--- src/rtl/wb_regfile.sv ---
// wb_regfile: RISC-V write-back select plus 32x32 architectural register file.
// Two combinational read ports with write-first bypass; commit counter for debug.
module wb_regfile #(
   parameter int DATA_W = 32,
   parameter int CNT_W  = 32
) (
   input  logic              clk,
   input  logic              rst,
   input  logic [DATA_W-1:0] MEM_WB_Read_Data,
   input  logic [DATA_W-1:0] MEM_WB_ALUout,
   input  logic [DATA_W-1:0] MEM_WB_PC4,
   input  logic [4:0]        MEM_WB_RD,
   input  logic              MEM_WB_RegWrite,
   input  logic [2:0]        MEM_WB_WDSel,
   input  logic [4:0]        rs1_addr,
   input  logic [4:0]        rs2_addr,
   output logic [DATA_W-1:0] rs1_data,
   output logic [DATA_W-1:0] rs2_data,
   output logic [DATA_W-1:0] WB_WD,
   output logic              WB_WE,
   output logic [CNT_W-1:0]  wb_count
);

   logic [DATA_W-1:0] regs_r [0:31];
   logic [DATA_W-1:0] wb_wd_s;
   logic              sel_ok_s;
   logic              wb_we_s;
   logic [DATA_W-1:0] rs1_data_s;
   logic [DATA_W-1:0] rs2_data_s;
   logic [CNT_W-1:0]  wb_count_r;

   // Index 0 reads as zero; a same-cycle commit to the index wins over the array.
   function automatic logic [DATA_W-1:0] read_sel(
      input logic [4:0]        addr,
      input logic [DATA_W-1:0] arr_val,
      input logic              we,
      input logic [4:0]        rd,
      input logic [DATA_W-1:0] wd
   );
      logic [DATA_W-1:0] val;
      if (addr == 5'd0) begin
         val = {DATA_W{1'b0}};
      end else if (we && (addr == rd)) begin
         val = wd;
      end else begin
         val = arr_val;
      end
      return val;
   endfunction

   // Write-back data select; unused encodings yield zero and block the commit.
   always_comb begin
      wb_wd_s  = {DATA_W{1'b0}};
      sel_ok_s = 1'b0;
      case (MEM_WB_WDSel)
         3'd0: begin
            wb_wd_s  = MEM_WB_ALUout;
            sel_ok_s = 1'b1;
         end
         3'd1: begin
            wb_wd_s  = MEM_WB_Read_Data;
            sel_ok_s = 1'b1;
         end
         3'd2: begin
            wb_wd_s  = MEM_WB_PC4;
            sel_ok_s = 1'b1;
         end
         default: begin
            wb_wd_s  = {DATA_W{1'b0}};
            sel_ok_s = 1'b0;
         end
      endcase
   end

   // Effective write enable, gated by reset so nothing commits or bypasses in reset.
   always_comb begin
      wb_we_s = rst & MEM_WB_RegWrite & (MEM_WB_RD != 5'd0) & sel_ok_s;
   end

   // Decode-stage read ports.
   always_comb begin
      rs1_data_s = read_sel(rs1_addr, regs_r[rs1_addr], wb_we_s, MEM_WB_RD, wb_wd_s);
      rs2_data_s = read_sel(rs2_addr, regs_r[rs2_addr], wb_we_s, MEM_WB_RD, wb_wd_s);
   end

   // Register array; entry 0 is never written because wb_we_s excludes rd 0.
   always_ff @(posedge clk or negedge rst) begin
      if (!rst) begin
         for (int i = 0; i < 32; i++) begin
            regs_r[i] <= {DATA_W{1'b0}};
         end
      end else if (wb_we_s) begin
         regs_r[MEM_WB_RD] <= wb_wd_s;
      end
   end

   // Commit counter, wraps naturally at its width.
   always_ff @(posedge clk or negedge rst) begin
      if (!rst) begin
         wb_count_r <= {CNT_W{1'b0}};
      end else if (wb_we_s) begin
         wb_count_r <= wb_count_r + {{(CNT_W-1){1'b0}}, 1'b1};
      end
   end

   assign rs1_data = rs1_data_s;
   assign rs2_data = rs2_data_s;
   assign WB_WD    = wb_wd_s;
   assign WB_WE    = wb_we_s;
   assign wb_count = wb_count_r;

   wb_regfile_chk #(.DATA_W(DATA_W)) u_chk (
      .clk      (clk),
      .rst      (rst),
      .rd       (MEM_WB_RD),
      .we       (wb_we_s),
      .rs1_addr (rs1_addr),
      .rs2_addr (rs2_addr),
      .rs1_data (rs1_data_s),
      .rs2_data (rs2_data_s)
   );

endmodule

// wb_regfile_chk: structural invariants of the register file, sampled mid-cycle.
module wb_regfile_chk #(
   parameter int DATA_W = 32
) (
   input logic              clk,
   input logic              rst,
   input logic [4:0]        rd,
   input logic              we,
   input logic [4:0]        rs1_addr,
   input logic [4:0]        rs2_addr,
   input logic [DATA_W-1:0] rs1_data,
   input logic [DATA_W-1:0] rs2_data
);

   // Check invariants away from the active edge, once inputs have settled.
   always @(negedge clk) begin
      a_no_x0_write : assert (!(we && (rd == 5'd0)));
      a_no_we_rst   : assert (rst || !we);
      a_rs1_x0      : assert ((rs1_addr != 5'd0) || (rs1_data == {DATA_W{1'b0}}));
      a_rs2_x0      : assert ((rs2_addr != 5'd0) || (rs2_data == {DATA_W{1'b0}}));
   end

endmodule

--- config.mk ---
export PLATFORM = sky130hd
export DESIGN_NAME = wb_regfile
export DESIGN_NICKNAME = d
export VERILOG_FILES = /design/src/rtl/wb_regfile.sv
export SDC_FILE = /design/constraint.sdc
export NUM_CORES = 2
export LEC_CHECK = 0
export ABC_AREA = 0
export CAP_MARGIN = 30
export CORE_UTILIZATION = 35
export CTS_BUF_LIST = sky130_fd_sc_hd__clkbuf_8
export CTS_CLUSTER_SIZE = 20
export DETAILED_ROUTE_END_ITERATION = 16
export HOLD_SLACK_MARGIN = 0.06
export SLEW_MARGIN = 20
export SYNTH_ARGS = -nofsm -noshare
export SYNTH_HDL_FRONTEND = slang
export SYNTH_HIERARCHICAL = 1
export SYNTH_SLANG_ARGS = --single-unit
export TNS_END_PERCENT = 1
--- constraint.sdc ---
create_clock -name clk -period 2.7 [get_ports clk]
set_input_delay 0.54 -clock clk [delete_from_list [all_inputs] [get_ports clk]]
set_output_delay 0.54 -clock clk [all_outputs]
set_load 0.005 [all_outputs]
==> reports/metrics.csv <==
stage,metric,value,unit
yosys,#FFs+latches synth,1056,
yosys,Post-Synthesis Cells,5217,
timing,fin. max-slew vios,0,
detailed_routing,routed len/inst,26.8,µm
detailed_routing,DRC,0,
placement,worst slack at placement,-1.42,ns
setup_path,WP data arrival,3.02,ns
yosys,number of flops mapped to enable cells by yosys,0,
grt,pin count of the biggest net entering global routing,166,
timing,Fin. Hold Viols,0,
placement,placed wire-length estimate,145,mm
final_layout,fin nets,6020,
yosys,Syn. warnings,6,
yosys,sequential area share after synthesis,47.6,%
run,MaxCap Viol Count,0,
timing,setup tns final,-43.67,ns
floorplan,Die X,400,µm
floorplan,io pins,246,
timing,period utilization,132,%
timing,Final min period,3.56,ns
final_layout,P&R area growth vs syn,29.4,%
detailed_routing,iteration-0 DRC count of the detailed router,5234,
yosys,top-count cell post-synth,nand2_1,
yosys,Post-Syn Area,55500,µm²
detailed_routing,WL final,217,mm
final_layout,fin util,45.8,%
timing,RSZ-0062 raised after global routing,true,
clocking,cts bufs inserted,177,
floorplan,Initial Util,35.4,%
setup_path,worst path cell trace,clkdlybuf4s50_1 -> buf_12 -> or2_2 -> nor2_4 -> buf_4 -> buf_4 -> bufbuf_16 -> a22o_1 -> nor3_4 -> buf_6 -> a21oi_4 -> buf_2,
timing,Max-slew headroom,27.7,%
timing,Slew @ Worst Pin,1.08,ns
yosys,synth cell count leaders,"nand2_1, dfrtp_1, o21ai_0",
floorplan,core area,157000,µm²
floorplan,height of the die,400,µm
setup_path,crit path max-delay cell type,clkdlybuf4s50_1,
final_layout,FILL cells,14423,
final_layout,layout cells sized above 1,34.1,%
setup_path,Max stage delay on crit path,0.52,ns
clocking,worst-skew pair later-pin latency,0.93,ns
timing,post-route worst setup slack,-0.864,ns
floorplan,Rows,145,
setup_path,Setup crit end kind,primary output,
floorplan,die area,160000,µm²
clocking,CTS Sinks,1056,
grt,vias in the first global route,46692,
grt,initial antenna violation count,9,
timing,Clock Skew,0.0205,ns
yosys,Yosys cell types,51,
placement,placed cell count,7747,
clocking,Worst-path clk slew,0.06,ns
timing,# setup viols final,81,
detailed_routing,drt pass-1 iters,5,
detailed_routing,Avg Vias per Cell,5.80,
grt,first-pass GRT wire length,317,mm
placement,Buffers on Ports,245,
pwr,Total Power,35.9,mW
detailed_routing,antenna-violating nets left,0,
timing,maximum clock rate,0.281,GHz
yosys,main area contributors after synthesis,"dfrtp_1, mux4_2, o21ai_0",
pwr,pwr dens,500,nW/µm²
setup_path,worst endpoint required time,2.16,ns
yosys,Synth top area share,47.6,%
setup_path,crit path max fanout,10,
detailed_routing,DR vias,46949,
pwr,Lkg Pwr,31.9,nW
clocking,clock tree from TritonCTS,built,
setup_path,CP Launch Type,primary input,
grt,Overflow after GRT,0,
pwr,VDD IR max,0.573,mV
yosys,syn nets,5335,
setup_path,CP Class,in2out,
setup_path,"Top cell by count, worst path",buf_4,
clocking,Max H-tree Level,4,
yosys,asr flop ratio synth,100,%
clocking,Root Buffer,clkbuf_8,
grt,Tot GR Track Use,26.7,%
final_layout,Layout Cells excl Fill,8097,
yosys,Mean Syn Cell Area,10.6,µm²
yosys,Yosys top cell by area,dfrtp_1,
status,failing checks,negative setup slack,
yosys,dominant synthesized flop cell,dfrtp_1,
clocking,Max Root-Sink Buffers,3,
min_path,min-delay worst type,reg2reg,
placement,Routability Congestion,0.922,
status,status,finished with violations,
## layer usage
metal	track usage [%]	vias up	part of all wire [%]
met2	40.6	2390	45
met5	0	-	0.023
met4	10.8	8	3.8
li1	-	20329	-
met3	7.09	489	11
met1	36.1	23733	40
## logic make-up after synthesis
group | synth area share (%)
buf+inv | 4.38
xor+xnor | 0.647
simple gates | 10.3
compound gates | 15.6
flops | 47.6
fa+ha+maj | 0.0225
mux | 21.5
## flip-flops by register name (all words and copies together), names as in the netlist
name / flops
wb_count: 32
regs_r: 1024
## cell type report
cell class                      instances  area [µm²]  area share, %
Tap cell                             2058        2570           3.58
Clock inverter                         96         467          0.650
Clock buffer                          216        2970           4.14
Timing Repair Buffer                 1072       10900           15.2
Sequential cell                      1056       26400           36.8
Antenna cell                            4        10.0         0.0139
Multi-Input combinational cell       3543       28300           39.4
Inverter                               52         204          0.284
## critical path: cells and delay by family
family,cells,cell delay (ns)
AO/OA/AOI/OAI,2,0.30
buffers and inverters,7,1.60
AND/OR/NAND/NOR,3,0.55
## where the power goes
| part | internal, mW | leakage (nW) | total [mW] | switching, mW |
|---|---|---|---|---|
| clock | 7.30 | 2.02 | 14.3 | 6.97 |
| combinational | 2.22 | 15.2 | 5.01 | 2.78 |
| sequential | 16.3 | 14.7 | 16.7 | 0.372 |
| total | 25.8 | 31.9 | 35.9 | 10.1 |
## cells in the final DEF, fill, tap and decap left out, types with 120 or more instances in the layout
master,instances
clkbuf_8,216
buf_4,643
clkdlybuf4s50_1,152
o21ai_0,934
o22ai_1,120
dfrtp_1,1056
mux4_2,391
mux2_2,234
buf_12,168
nand2_1,1057
## worst paths after layout
check | depth (start not counted) | to | start | slack, ns
min reg2reg | 0 | regs_r[999] | regs_r[999] | 0.40
max | 12 | rs1_data[15] | rs1_addr[4] | -0.86
max in group asynchronous | 5 | regs_r[850] | rst | 0.60
min in group asynchronous | 4 | regs_r[391] | rst | 0.59
min | 0 | regs_r[999] | regs_r[999] | 0.40
max reg2reg | 5 | wb_count[31] | wb_count[10] | 0.82
## through the flow
stage	cell area, µm²	hold WS (ns)
CTS	71300	0.397
finish	71800	0.397
floorplan	55500	0.244
global route	71800	0.409
detailed placement	66600	0.384
global placement	66600	0.377
## repair_timing
item / in CTS / in global routing
gates cloned: 2 / 4
pin swaps: 101 / 68
setup endpoints to repair: 97 / 89
hold endpoints to repair: 205 / 0
setup buffers: 14 / 18
hold buffers: 1 / 0
gates resized for setup: 364 / 126
Power figures use the tool's default switching activity.
